==> src/rtl/alu_pkg.sv <==
// rtl/alu_pkg.sv - shared ALU op and sequencer state encodings
// Purpose: constants shared by the ALU and the alu_arbiter sequencer.
// Ports: none (package).
package alu_pkg;

  localparam logic [1:0] ALU_ADD = 2'b00;
  localparam logic [1:0] ALU_SUB = 2'b01;
  localparam logic [1:0] ALU_AND = 2'b10;
  localparam logic [1:0] ALU_XOR = 2'b11;

  localparam logic [1:0] ST_IDLE = 2'd0;
  localparam logic [1:0] ST_EXEC = 2'd1;
  localparam logic [1:0] ST_DONE = 2'd2;

endpackage

==> src/rtl/alu.sv <==
// rtl/alu.sv - combinational ALU (add, sub, and, xor) with signed overflow
// Purpose: single shared ALU evaluated on the sequencer's latched operands.
// Ports:
//   out      result, wraps modulo 2^WIDTH
//   overflow signed overflow for add/sub, 0 for and/xor
//   a, b     operands
//   control  op select (ALU_ADD/ALU_SUB/ALU_AND/ALU_XOR)
module alu
  import alu_pkg::*;
#(
  parameter int WIDTH = 64
) (
  output logic [WIDTH-1:0] out,
  output logic             overflow,
  input  logic [WIDTH-1:0] a,
  input  logic [WIDTH-1:0] b,
  input  logic [1:0]       control
);

  always_comb begin
    out      = '0;
    overflow = 1'b0;
    case (control)
      ALU_ADD: begin
        out      = a + b;
        // Same-sign operands producing a result of the other sign.
        overflow = (a[WIDTH-1] == b[WIDTH-1]) && (out[WIDTH-1] != a[WIDTH-1]);
      end
      ALU_SUB: begin
        out      = a - b;
        // Opposite-sign operands where the result sign departs from a.
        overflow = (a[WIDTH-1] != b[WIDTH-1]) && (out[WIDTH-1] != a[WIDTH-1]);
      end
      ALU_AND: out = a & b;
      ALU_XOR: out = a ^ b;
      default: out = '0;
    endcase
  end

endmodule

==> src/rtl/alu_arbiter.sv <==
// rtl/alu_arbiter.sv - round-robin sequencer sharing one ALU among N requesters
// Purpose: grants one requester at a time (IDLE), runs the latched op (EXEC),
//          holds the registered result until accepted (DONE).
// Ports:
//   clk, rst             clock, synchronous active-high reset
//   req_valid/req_ready  per-requester handshake, req_ready one-hot
//   req_a, req_b         packed operands, requester i at [i*WIDTH +: WIDTH]
//   req_op, req_setcc    packed op codes (2 bits each), CC update enables
//   res_valid/res_ready  result handshake
//   res_data, res_ovf    registered result and signed overflow
//   res_id               requester that issued the result
//   cc_zf, cc_sf, cc_of  condition codes, present only with ALU_ARB_CC_EN
// Config macro: ALU_ARB_CC_EN enables the condition-code register and ports.
module alu_arbiter
  import alu_pkg::*;
#(
  parameter int WIDTH = 64,
  parameter int N     = 2,
  parameter int ID_W  = (N > 1) ? $clog2(N) : 1
) (
  input  logic             clk,
  input  logic             rst,
  input  logic [N-1:0]     req_valid,
  output logic [N-1:0]     req_ready,
  input  logic [N*WIDTH-1:0] req_a,
  input  logic [N*WIDTH-1:0] req_b,
  input  logic [N*2-1:0]   req_op,
  input  logic [N-1:0]     req_setcc,
  output logic             res_valid,
  input  logic             res_ready,
  output logic [WIDTH-1:0] res_data,
  output logic             res_ovf,
  output logic [ID_W-1:0]  res_id
`ifdef ALU_ARB_CC_EN
  ,
  output logic             cc_zf,
  output logic             cc_sf,
  output logic             cc_of
`endif
);

  logic [1:0]       state;
  logic [ID_W-1:0]  last_grant;
  logic [WIDTH-1:0] lat_a;
  logic [WIDTH-1:0] lat_b;
  logic [1:0]       lat_op;
  logic [ID_W-1:0]  lat_id;
  logic [WIDTH-1:0] alu_out;
  logic             alu_ovf;
  logic [ID_W:0]    pick;
  logic             grant_valid;
  logic [ID_W-1:0]  grant_id;

  // Returns {found, index}: the first set bit at offsets 1..N above last.
  // Iterating from the farthest offset down lets the nearest one win.
  function automatic logic [ID_W:0] rr_pick(input logic [N-1:0] v,
                                            input logic [ID_W-1:0] last);
    logic [ID_W:0] r;
    int            idx;
    r = '0;
    for (int k = N; k >= 1; k--) begin
      idx = (int'(last) + k) % N;
      if (v[idx]) r = {1'b1, ID_W'(idx)};
    end
    return r;
  endfunction

  always_comb begin
    pick        = rr_pick(req_valid, last_grant);
    grant_valid = pick[ID_W];
    grant_id    = pick[ID_W-1:0];
  end

  always_comb begin
    req_ready = '0;
    if ((state == ST_IDLE) && !rst && grant_valid) req_ready[grant_id] = 1'b1;
  end

  assign res_valid = (state == ST_DONE);

  alu #(.WIDTH(WIDTH)) u_alu (
    .out      (alu_out),
    .overflow (alu_ovf),
    .a        (lat_a),
    .b        (lat_b),
    .control  (lat_op)
  );

  always_ff @(posedge clk) begin
    if (rst) begin
      state      <= ST_IDLE;
      last_grant <= ID_W'(N - 1);
      lat_a      <= '0;
      lat_b      <= '0;
      lat_op     <= ALU_ADD;
      lat_id     <= '0;
      res_data   <= '0;
      res_ovf    <= 1'b0;
      res_id     <= '0;
    end else begin
      case (state)
        ST_IDLE: begin
          if (grant_valid) begin
            lat_a      <= req_a[int'(grant_id)*WIDTH +: WIDTH];
            lat_b      <= req_b[int'(grant_id)*WIDTH +: WIDTH];
            lat_op     <= req_op[int'(grant_id)*2 +: 2];
            lat_id     <= grant_id;
            last_grant <= grant_id;
            state      <= ST_EXEC;
          end
        end
        ST_EXEC: begin
          res_data <= alu_out;
          res_ovf  <= alu_ovf;
          res_id   <= lat_id;
          state    <= ST_DONE;
        end
        ST_DONE: begin
          if (res_ready) state <= ST_IDLE;
        end
        default: state <= ST_IDLE;
      endcase
    end
  end

`ifdef ALU_ARB_CC_EN
  logic lat_setcc;

  always_ff @(posedge clk) begin
    if (rst) begin
      lat_setcc <= 1'b0;
      cc_zf     <= 1'b1;
      cc_sf     <= 1'b0;
      cc_of     <= 1'b0;
    end else if ((state == ST_IDLE) && grant_valid) begin
      lat_setcc <= req_setcc[grant_id];
    end else if ((state == ST_EXEC) && lat_setcc) begin
      cc_zf <= (alu_out == '0);
      cc_sf <= alu_out[WIDTH-1];
      cc_of <= alu_ovf;
    end
  end
`else
  // Without condition codes the per-request setcc flag has no effect.
  logic unused_setcc;
  assign unused_setcc = ^req_setcc;
`endif

endmodule

==> config.mk <==
export PLATFORM = sky130hd
export DESIGN_NAME = alu_arbiter
export DESIGN_NICKNAME = d
export VERILOG_FILES = /design/src/rtl/alu_pkg.sv /design/src/rtl/alu.sv /design/src/rtl/alu_arbiter.sv
export SDC_FILE = /design/constraint.sdc
export NUM_CORES = 1
export LEC_CHECK = 0
export BUFFER_PORTS_ARGS = -buffer_cell sky130_fd_sc_hd__buf_2
export CORE_ASPECT_RATIO = 1.75
export CORE_MARGIN = 2
export CORE_UTILIZATION = 45
export DETAILED_ROUTE_END_ITERATION = 16
export GPL_TIMING_DRIVEN = 0
export PLACE_DENSITY = 0.67
export SKIP_LAST_GASP = 1
export SLEW_MARGIN = 20
export SYNTH_ARGS = -nofsm -noshare
export SYNTH_HDL_FRONTEND = slang
export SYNTH_SLANG_ARGS = --single-unit
==> constraint.sdc <==
create_clock -name clk -period 4.4 [get_ports clk]
set_input_delay 0 -clock clk [delete_from_list [all_inputs] [get_ports clk]]
set_output_delay 0 -clock clk [all_outputs]
set_load 0.02 [all_outputs]
==> flow_metrics.env, run 1 <==
export IMPL_status="complete, no violations"
export IMPL_synth_top_cell_area_share=0.226
export IMPL_coreArea_um2=39000
export IMPL_first_pass_iters=7
export IMPL_synth_fp_nets=2774
export IMPL_synth_area_per_cell_um2=7.44
export IMPL_rows=96
export IMPL_port_buffers=332
export IMPL_diodes=0
export IMPL_postLayoutCoreUtil=0.596
export IMPL_tightest_slew_ns=1.24
export IMPL_netlist_instances=2378
export IMPL_grt_pass1_wl_um=130000
export IMPL_htreeDepth=4
export IMPL_final_max_slew_viol_count=0
export IMPL_rsz0062_at_grt="false"
export IMPL_grt_pass1_vias=22100
export IMPL_synth_fa_ha_area_frac=0.0920
export IMPL_ios=336
export IMPL_antenna_found_initial=0
export IMPL_arrival_ns=4.63
export IMPL_die_w_um=154
export IMPL_synth_flop_cell="dfxtp_1"
export IMPL_track_usage=0.420
export IMPL_dieArea_um2=41000
export IMPL_overflow=0
export IMPL_grt_start_max_net_pins=19
export IMPL_fin_crit_sh=0.969
export IMPL_path_max_fanout=10
export IMPL_worstSkewPairLatency_ns=0.47
export IMPL_p_leak_nw=10.1
export IMPL_critical_path_class="register to register"
export IMPL_clk_pin_slew_worst_paths_ns=0.09
export IMPL_setup_slack_ns=0.137
export IMPL_dpl_hpwl_um=66300
export IMPL_dieHeight_um=266
export IMPL_dp_cells=3200
export IMPL_drt_iter0_markers=1951
export IMPL_finalPower_mw=8.72
export IMPL_dp_worst_setup_slack_ns=-0.692
export IMPL_hold_violations=0
export IMPL_clock_sinks=200
export IMPL_yosys_area_top_type="dfxtp_1"
export IMPL_numCtsBuffers=17
export IMPL_gp_congestion=1.04
export IMPL_final_nets=3390
export IMPL_startpoint_type="register"
export IMPL_post_drt_via_cell_ratio=6.23
export IMPL_synth_top_family_by_area="compound AO/OA/AOI/OAI gates"
export IMPL_synth_xor_area_share=0.0287
export IMPL_period_minus_slack_ns=4.26
export IMPL_routedWlPerCell_um=25.4
export IMPL_power_density_nw_per_um2=374
export IMPL_syn_to_final_growth_pct=31.5
export IMPL_synth_compound_area_share=0.304
export IMPL_synth_area_um2=17700
export IMPL_crit_required_ns=4.77
export IMPL_fillerInstances=3613
export IMPL_vdd_drop_max_mv=0.215
export IMPL_synth_seq_cells=200
export IMPL_mostFrequentLayoutCell="buf_2"
export IMPL_drive_above_1_share=0.151
export IMPL_synth_mux_area_frac=0.105
export IMPL_drv_cap=0
export IMPL_hp_class="primary input to register"
export IMPL_holdWs_ns=0.0299
export IMPL_slew_headroom=0.171
export IMPL_async_flop_share=0
export IMPL_yosys_cell_types_count=94
export IMPL_drcViolationCount=0
export IMPL_fin_cells=3495
export IMPL_ys_seq_area_frac=0.226
export IMPL_vias=21800
export IMPL_postRouteAntennaNets=0
export IMPL_routed_wl_um=88800
export IMPL_fin_skew_ns=0.0139
export IMPL_start_util=0.453
export IMPL_cts_root_buf="clkbuf_16"
export IMPL_synthSimpleGateAreaFrac=0.175
export IMPL_setup_viol=0
export IMPL_final_cell_mix="347 x buf_2, 272 x nor2_1, 262 x dlygate4sd3_1"
export IMPL_tritoncts="done"
export IMPL_max_freq_ghz=0.235
export IMPL_setup_worst_path_end_class="register"
export IMPL_ys_warn_count=0
export IMPL_ys_top_cells_by_area="dfxtp_1 23%, mux2i_1 9.3%, ha_1 9.0%"
export IMPL_synth_edf_count=0
export IMPL_clockBufferDepth=2
cell usage after synthesis (all sizes together), types with 8 or more instances:
cell type	instances
nor2	274
a21oi	223
dfxtp	200
nand2	178
mux2i	164
o21ai	161
a211oi	152
inv	139
clkbuf	133
ha	127
xnor2	50
buf	44
nor3	43
o21bai	41
nand3	36
a21o	34
a221oi	29
nor2b	27
nor4	24
a22oi	20
nand4	19
a31oi	18
o211ai	18
o31ai	18
mux2	17
nand2b	16
or3	14
a21boi	10
and2	10
and3	9
o21a	9
a22o	8
or2	8
or4	8
xor2	8
repair_timing:
action | CTS | global route
pin swaps | 1 | 1
hold buffers | 262 | 0
buffers inserted | 1 | 2
endpoints found under the setup margin | 15 | 11
endpoints found under the hold margin | 132 | 0
gates resized for setup | 5 | 7
gates cloned | 0 | 0
kinds of logic after synthesis:
kind of cell,count (synthesis)
compound gates,810
xor+xnor,58
fa+ha+maj,129
buf+inv,319
flops,200
mux,182
simple gates,680
report_power, final:
group | internal (mW) | total (mW) | leakage [nW] | switching (mW)
Sequential | 2.04 | 2.25 | 1.65 | 0.213
Clock | 0.799 | 1.66 | 0.275 | 0.863
Combinational | 1.70 | 4.81 | 8.12 | 3.11
state kept, by name (all words and copies together), names as in the netlist:
signal	flops
lat_a	64
lat_op	2
lat_id	1
last_grant	1
lat_b	64
res_ovf	1
res_data	64
res_id	1
state	2
routing by layer:
metal / routed length (µm) / track usage
met1: 29900 / 0.416
met2: 44400 / 0.768
met3: 5740 / 0.0661
met4: 8670 / 0.347
met5: 0 / 0
area by class of cell:
type | instances | area, µm² | area share
sequential | 200 | 4000 | 0.172
buffer | 177 | 706 | 0.0303
clock inverter | 12 | 139 | 0.00596
clock buffer | 18 | 429 | 0.0184
multi-input combinational | 1859 | 12500 | 0.539
tap | 490 | 613 | 0.0263
timing repair buffer | 597 | 4320 | 0.185
inverter | 142 | 533 | 0.0229
metrics by stage:
step                      TNS (ns)  cell area (µm²)
after global placement       -4.56            20000
after CTS                        0            23200
after detailed placement     -4.56            20000
after global routing             0            23300
after floorplan                  0            17700
final                            0            23300
worst max-delay path, stage by stage, from the launching register on:
cell      delay [ns]
dfxtp_1         0.40
inv_1           0.06
ha_1            0.33
buf_1           0.28
a21oi_1         0.23
o21ai_0         0.18
a21oi_1         0.58
o21ai_1         0.13
a41oi_2         0.56
o21ai_4         0.22
a21oi_1         0.49
mux2i_1         0.25
o21ai_1         0.10
a21boi_0        0.27
nor3b_1         0.08
path summary, 6_finish.rpt:
check                            start                        end  slack [ns]  cells past startpoint
max             lat_b[11]$_SDFFE_PP0P_  res_data[56]$_SDFFE_PP0N_        0.14                     14
min                          req_b[47]     lat_b[47]$_SDFFE_PP0P_        0.03                      3
max reg2reg     lat_b[11]$_SDFFE_PP0P_  res_data[56]$_SDFFE_PP0N_        0.14                     14
min reg2reg  res_data[44]$_SDFFE_PP0N_  res_data[44]$_SDFFE_PP0N_        0.44                      2
Power figures use the tool's default switching activity.
==> inputs of run 2 (changes only) <==
--- a/config.mk
+++ b/config.mk
@@ -12,8 +12,10 @@
 export DETAILED_ROUTE_END_ITERATION = 16
 export GPL_TIMING_DRIVEN = 0
 export PLACE_DENSITY = 0.67
+export REMOVE_ABC_BUFFERS = 1
 export SKIP_LAST_GASP = 1
 export SLEW_MARGIN = 20
 export SYNTH_ARGS = -nofsm -noshare
 export SYNTH_HDL_FRONTEND = slang
+export SYNTH_HIERARCHICAL = 1
 export SYNTH_SLANG_ARGS = --single-unit
==> run 2 against run 1 <==
Net effect:
- combinational power is 5.0% lower
- clock power hardly changed
- cell count is 1.1% lower
- critical path depth is 2 higher
- sequential share of layout area hardly changed
- sequential power hardly changed
- utilization is 0.17 points lower
- synthesized area is 1.4% higher
==> flow_metrics.env, run 2 <==
export IMPL_port_buffers=333
export IMPL_track_usage=0.320
export IMPL_synth_edf_count=0
export IMPL_diodes=0
export IMPL_antenna_found_initial=0
export IMPL_numCtsBuffers=17
export IMPL_final_cell_mix="489 x nand2_1, 400 x a21oi_1, 332 x buf_2"
export IMPL_drcViolationCount=0
export IMPL_post_drt_via_cell_ratio=6.03
export IMPL_tritoncts="done"
export IMPL_drive_above_1_share=0.188
export IMPL_routed_wl_um=68600
export IMPL_start_util=0.457
export IMPL_postRouteAntennaNets=0
export IMPL_ys_warn_count=6
export IMPL_yosys_cell_types_count=101
export IMPL_setup_viol=0
export IMPL_synthSimpleGateAreaFrac=0.200
export IMPL_crit_path_max_incr_delay_ns=0.44
export IMPL_synthTopCellsByCount="490 x nand2_1, 402 x a21oi_1, 200 x dfxtp_1, 180 x nor2_1, 140 x clkbuf_1"
export IMPL_drv_cap=0
export IMPL_period_minus_slack_ns=4.33
export IMPL_clockBufferDepth=2
export IMPL_worstPathCellList="inv_1 -> ha_1 -> nor4_2 -> o31ai_1 -> a21oi_1 -> o2111ai_1 -> o21ai_4 -> o2111ai_1 -> a32o_2 -> o311ai_2 -> nand2_1 -> o31a_1 -> xnor2_1 -> o221ai_1 -> nand2_1 -> a21oi_1"
export IMPL_final_max_slew_viol_count=0
export IMPL_first_pass_iters=7
export IMPL_clock_sinks=200
export IMPL_slew_headroom=0.425
export IMPL_fin_crit_sh=0.985
export IMPL_final_nets=3348
export IMPL_synth_flop_cell="dfxtp_1"
export IMPL_routedWlPerCell_um=19.8
export IMPL_power_density_nw_per_um2=362
export IMPL_hp_class="primary input to register"
export IMPL_synth_xor_area_share=0.0122
export IMPL_coreArea_um2=39300
export IMPL_ys_top_cells_by_area="dfxtp_1 22%, a21oi_1 11%, nand2_1 10%"
export IMPL_overflow=0
export IMPL_worstSkewPairLatency_ns=0.46
export IMPL_synth_area_um2=18000
export IMPL_netlist_instances=2512
export IMPL_postLayoutCoreUtil=0.595
export IMPL_synth_area_per_cell_um2=7.15
export IMPL_seq_area_um2=4010
export IMPL_gp_congestion=0.953
export IMPL_cts_root_buf="clkbuf_16"
export IMPL_ys_seq_area_frac=0.223
export IMPL_dp_cells=3154
export IMPL_async_flop_share=0
export IMPL_die_w_um=155
export IMPL_setup_worst_path_end_class="register"
export IMPL_synth_top_family_by_area="compound AO/OA/AOI/OAI gates"
export IMPL_drt_iter0_markers=1518
export IMPL_arrival_ns=4.71
export IMPL_tightest_slew_ns=0.850
export IMPL_grt_start_max_net_pins=98
export IMPL_syn_to_final_growth_pct=30.1
export IMPL_grt_pass1_vias=20900
export IMPL_p_leak_nw=10.1
export IMPL_max_freq_ghz=0.231
export IMPL_critical_path_class="register to register"
export IMPL_fin_cells=3455
export IMPL_vdd_drop_max_mv=0.213
export IMPL_path_max_fanout=13
export IMPL_fillerInstances=3581
export IMPL_vias=20800
export IMPL_crit_required_ns=4.78
export IMPL_hold_violations=0
export IMPL_rsz0062_at_grt="true"
export IMPL_fin_skew_ns=0.0214
export IMPL_synth_top_cell_area_share=0.223
export IMPL_top_regs="lat_a: 64 flops, lat_b: 64 flops, res_data: 64 flops"
export IMPL_clk_pin_slew_worst_paths_ns=0.09
export IMPL_yosys_area_top_type="dfxtp_1"
export IMPL_grt_pass1_wl_um=107000
export IMPL_multi_input_area_um2=12700
export IMPL_ios=336
export IMPL_synth_most_common_cell="nand2_1"
export IMPL_dieHeight_um=268
export IMPL_synth_mux_area_frac=0.0148
export IMPL_slowest_stage="ha_1"
export IMPL_status="complete, no violations"
export IMPL_finalSetupTns_ns=0
export IMPL_rows=96
export IMPL_startpoint_type="register"
export IMPL_synth_compound_area_share=0.379
export IMPL_dpl_hpwl_um=49100
export IMPL_dieArea_um2=41600
export IMPL_synth_fa_ha_area_frac=0.0907
export IMPL_synth_seq_cells=200
export IMPL_mostFrequentLayoutCell="nand2_1"
export IMPL_htreeDepth=4
## run 2: cell count changes after synthesis, sizes merged, moves of 21 or more
| cell | previous run | this run |
|---|---|---|
| a21oi | 223 | 406 |
| xnor2 | 50 | 20 |
| a221oi | 29 | 7 |
| nor2 | 274 | 182 |
| nand2 | 178 | 490 |
| o21ai | 161 | 113 |
| a311oi | 5 | 133 |
| buf | 44 | 65 |
| a211oi | 152 | 38 |
| mux2i | 164 | 22 |
## run 2: cell type report
cell class	instances	area share
flip-flops and latches	200	0.172
repair buffers	627	0.213
clock inverters	13	0.00573
well taps	490	0.0262
multi-input cells	1971	0.542
inverters	135	0.0219
clock buffers	19	0.0190
## run 2: critical path: cells and delay by family, from the launching register on
family	cells	cell delay, ns
flops	1	0.37
fa+ha+maj	1	0.44
simple gates	3	0.75
compound gates	10	2.52
buf+inv	1	0.06
xor+xnor	1	0.13
## run 2: kinds of logic (layout without fill, tap and decap cells)
kind of cell,after synthesis,after routing
DFF,200,200
and+or+nand+nor,845,845
adders and majority gates,129,129
xor gates and xnor gates,25,25
muxes,26,26
AOI/OAI and AO/OA,946,946
buffers and inverters,341,794
## run 2: metal layers
metal | up-vias | global-route usage | wire length, µm | part of all wire
met5 | - | 0 | 0 | 0
met4 | 0 | 0.198 | 4350 | 0.063
met3 | 269 | 0.0343 | 2790 | 0.041
met2 | 803 | 0.615 | 36600 | 0.53
met1 | 9847 | 0.327 | 24900 | 0.36
li1 | 9929 | - | - | -
## run 2: final timing paths
| kind | start | to | slack (ns) | cells past startpoint |
|---|---|---|---|---|
| worst max-delay path | lat_b[18]$_SDFFE_PP0P_ | res_data[61]$_SDFFE_PP0N_ | 0.07 | 16 |
| worst min-delay path | req_b[63] | lat_b[63]$_SDFFE_PP0P_ | 0.35 | 4 |
| worst max register to register | lat_b[18]$_SDFFE_PP0P_ | res_data[61]$_SDFFE_PP0N_ | 0.07 | 16 |
| worst min register to register | res_data[4]$_SDFFE_PP0N_ | res_data[4]$_SDFFE_PP0N_ | 0.46 | 2 |
## run 2: power breakdown
part,switching [mW],leakage [nW],total [mW],internal (mW)
sequential,0.232,1.65,2.26,2.03
clock,0.815,0.284,1.63,0.817
combinational,2.78,8.18,4.57,1.79
## run 2: stage by stage
stage / area, µm² / power (mW) / hold WS [ns] / setup slack (ns)
after global placement: 19300 / 6.30 / 0.273 / -6.90
after floorplan: 17000 / 5.09 / 0.0679 / -3.38
after detailed placement: 20000 / 6.41 / 0.273 / -0.155
after global routing: 23400 / 8.98 / 0.348 / -0.116
after CTS: 23200 / 8.35 / 0.310 / -0.00290
final: 23400 / 8.47 / 0.350 / 0.0664
## run 2: timing repair
| item | in CTS | in global routing |
|---|---|---|
| setup buffers | 0 | 3 |
| hold buffers | 266 | 0 |
| setup endpoints to repair | 3 | 18 |
| endpoints found under the hold margin | 141 | 0 |
| gates resized for setup | 2 | 17 |
| pin swaps | 0 | 3 |
==> inputs of run 3 (changes only) <==
--- a/config.mk
+++ b/config.mk
@@ -12,6 +12,7 @@
 export DETAILED_ROUTE_END_ITERATION = 16
 export GPL_TIMING_DRIVEN = 0
 export PLACE_DENSITY = 0.67
+export RECOVER_POWER = 25
 export REMOVE_ABC_BUFFERS = 1
 export SKIP_LAST_GASP = 1
 export SLEW_MARGIN = 20
==> constraint.sdc (replaced) <==
create_clock -name clk -period 4.9 [get_ports clk]
set_input_delay 0 -clock clk [delete_from_list [all_inputs] [get_ports clk]]
set_output_delay 0 -clock clk [all_outputs]
set_load 0.02 [all_outputs]
==> run 3 against run 2 <==
Net effect:
- combinational power is 11% lower
- critical endpoint is now res_data[63]$_SDFFE_PP0N_
- power is 11% lower
- register-to-register slack better by 0.32 ns
- non-clock buffer count is 3 lower
- die area stayed put
- cell count hardly changed
- global-route usage hardly changed
==> flow_metrics.env, run 3 (same netlist as run 2, synthesis figures left out) <==
export IMPL_whs_endpoint="lat_b[20]$_SDFFE_PP0P_"
export IMPL_critical_path_class="register to register"
export IMPL_status="complete, no violations"
export IMPL_grt_pass1_wl_um=107000
export IMPL_worstPathCellList="inv_1 -> ha_1 -> nor2b_1 -> o21ai_0 -> a21oi_1 -> o211ai_1 -> o211ai_1 -> a21o_1 -> a21o_1 -> a41oi_2 -> o2111ai_1 -> and3b_1 -> a2111oi_0 -> nand2_1 -> nand2_1 -> a21oi_1"
export IMPL_reg2reg_slack_ns=0.39
export IMPL_vias=20800
export IMPL_syn_to_final_growth_pct=29.0
export IMPL_hp_class="primary input to register"
export IMPL_htreeDepth=4
export IMPL_worstSkewPairLatency_ns=0.46
export IMPL_crit_path_max_incr_delay_ns=0.56
export IMPL_arrival_ns=4.84
export IMPL_numCtsBuffers=17
export IMPL_setup_slack_ns=0.389
export IMPL_drv_cap=0
export IMPL_slowest_stage="a41oi_2"
export IMPL_holdWs_ns=0.351
export IMPL_ios=336
export IMPL_finalSetupTns_ns=0
export IMPL_final_cell_mix="489 x nand2_1, 402 x a21oi_1, 266 x dlygate4sd3_1"
export IMPL_grt_pass1_vias=20900
export IMPL_gp_congestion=0.953
export IMPL_dpl_hpwl_um=49100
export IMPL_finalPower_mw=7.55
export IMPL_clk_pin_slew_worst_paths_ns=0.08
export IMPL_crit_required_ns=5.23
export IMPL_final_cell_area_um2=23200
export IMPL_rr_worst_depth=16
export IMPL_setup_worst_path_end_class="register"
export IMPL_dieArea_um2=41600
export IMPL_fin_crit_sh=0.921
export IMPL_dp_worst_setup_slack_ns=0.345
export IMPL_rr_endpoint="res_data[63]$_SDFFE_PP0N_"
export IMPL_grt_start_max_net_pins=98
export IMPL_final_max_slew_viol_count=0
export IMPL_overflow=0
export IMPL_power_density_nw_per_um2=326
export IMPL_rsz0062_at_grt="false"
export IMPL_period_minus_slack_ns=4.51
export IMPL_tritoncts="done"
export IMPL_die_w_um=155
export IMPL_routed_wl_um=68500
export IMPL_startpoint_type="register"
export IMPL_hold_path_startpoint="req_b[20]"
export IMPL_max_freq_ghz=0.222
export IMPL_dieHeight_um=268
export IMPL_vdd_drop_max_mv=0.190
export IMPL_r2r_start="lat_b[1]$_SDFFE_PP0P_"
export IMPL_clockBufferDepth=2
export IMPL_start_util=0.457
export IMPL_fin_skew_ns=0.0205
export IMPL_coreArea_um2=39300
export IMPL_cts_root_buf="clkbuf_16"
export IMPL_drive_above_1_share=0.160
export IMPL_drcViolationCount=0
export IMPL_antenna_found_initial=0
export IMPL_p_leak_nw=9.80
export IMPL_dp_cells=3154
export IMPL_final_nets=3345
export IMPL_clock_sinks=200
export IMPL_port_buffers=333
export IMPL_post_drt_via_cell_ratio=6.03
export IMPL_diodes=0
export IMPL_mostFrequentLayoutCell="nand2_1"
export IMPL_track_usage=0.320
export IMPL_postLayoutCoreUtil=0.590
export IMPL_first_pass_iters=7
export IMPL_tightest_slew_ns=0.825
export IMPL_rows=96
export IMPL_min_path_cells=4
export IMPL_hold_violations=0
export IMPL_fin_cells=3452
export IMPL_drt_iter0_markers=1429
export IMPL_top_regs="lat_a: 64 flops, lat_b: 64 flops, res_data: 64 flops"
export IMPL_placed_cell_area_um2=20000
export IMPL_routedWlPerCell_um=19.8
export IMPL_slew_headroom=0.443
export IMPL_path_max_fanout=6
export IMPL_setup_viol=0
export IMPL_postRouteAntennaNets=0
-- run 3: final cells by class --
type                            count  area, µm²
Clock buffer                       19        443
Clock inverter                     13        134
Fill cell                        3641      16100
Inverter                          135        510
Multi-Input combinational cell   1971      12600
Sequential cell                   200       4010
Tap cell                          490        613
Timing Repair Buffer              624       4870
-- run 3: metal layers --
layer  vias up  global-route usage  wire [µm]
met4         0               0.198       4240
li1       9921                   -          -
met1      9834               0.326      24800
met2       809               0.615      36600
met5         -                   0          0
met3       265              0.0348       2840
-- run 3: timing repair --
item | CTS | global route
resized for setup | 0 | 1
setup buffers | 0 | 0
setup endpoints to repair | 0 | 1
hold endpoints to repair | 141 | 0
hold buffers | 266 | 0
-- run 3: where the power goes --
part | leakage, nW | switching (mW) | internal [mW]
clock network | 0.284 | 0.732 | 0.733
logic | 7.87 | 2.47 | 1.57
registers | 1.65 | 0.210 | 1.83
total | 9.80 | 3.41 | 4.13
-- run 3: worst max-delay path: cells and delay by family (launching register included) --
family	cells	cell delay [ns]
flip-flops	1	0.42
adder cells (fa/ha/maj)	1	0.32
buffers and inverters	1	0.13
AO/OA/AOI/OAI	10	2.95
AND/OR/NAND/NOR	4	0.52
-- run 3: worst max-delay path by stage --
stage | from | end | slack (ns)
6_report | lat_b[1]$_SDFFE_PP0P_ | res_data[63]$_SDFFE_PP0N_ | 0.39
5_1_grt | lat_b[21]$_SDFFE_PP0P_ | res_data[63]$_SDFFE_PP0N_ | 0.10
4_1_cts | lat_b[1]$_SDFFE_PP0P_ | res_data[33]$_SDFFE_PP0N_ | 0.30
3_5_place_dp | lat_b[1]$_SDFFE_PP0P_ | res_data[33]$_SDFFE_PP0N_ | 0.34
3_3_place_gp | req_valid[1] | lat_b[39]$_SDFFE_PP0P_ | -6.40
2_1_floorplan | req_valid[1] | lat_a[0]$_SDFFE_PP0P_ | -2.88
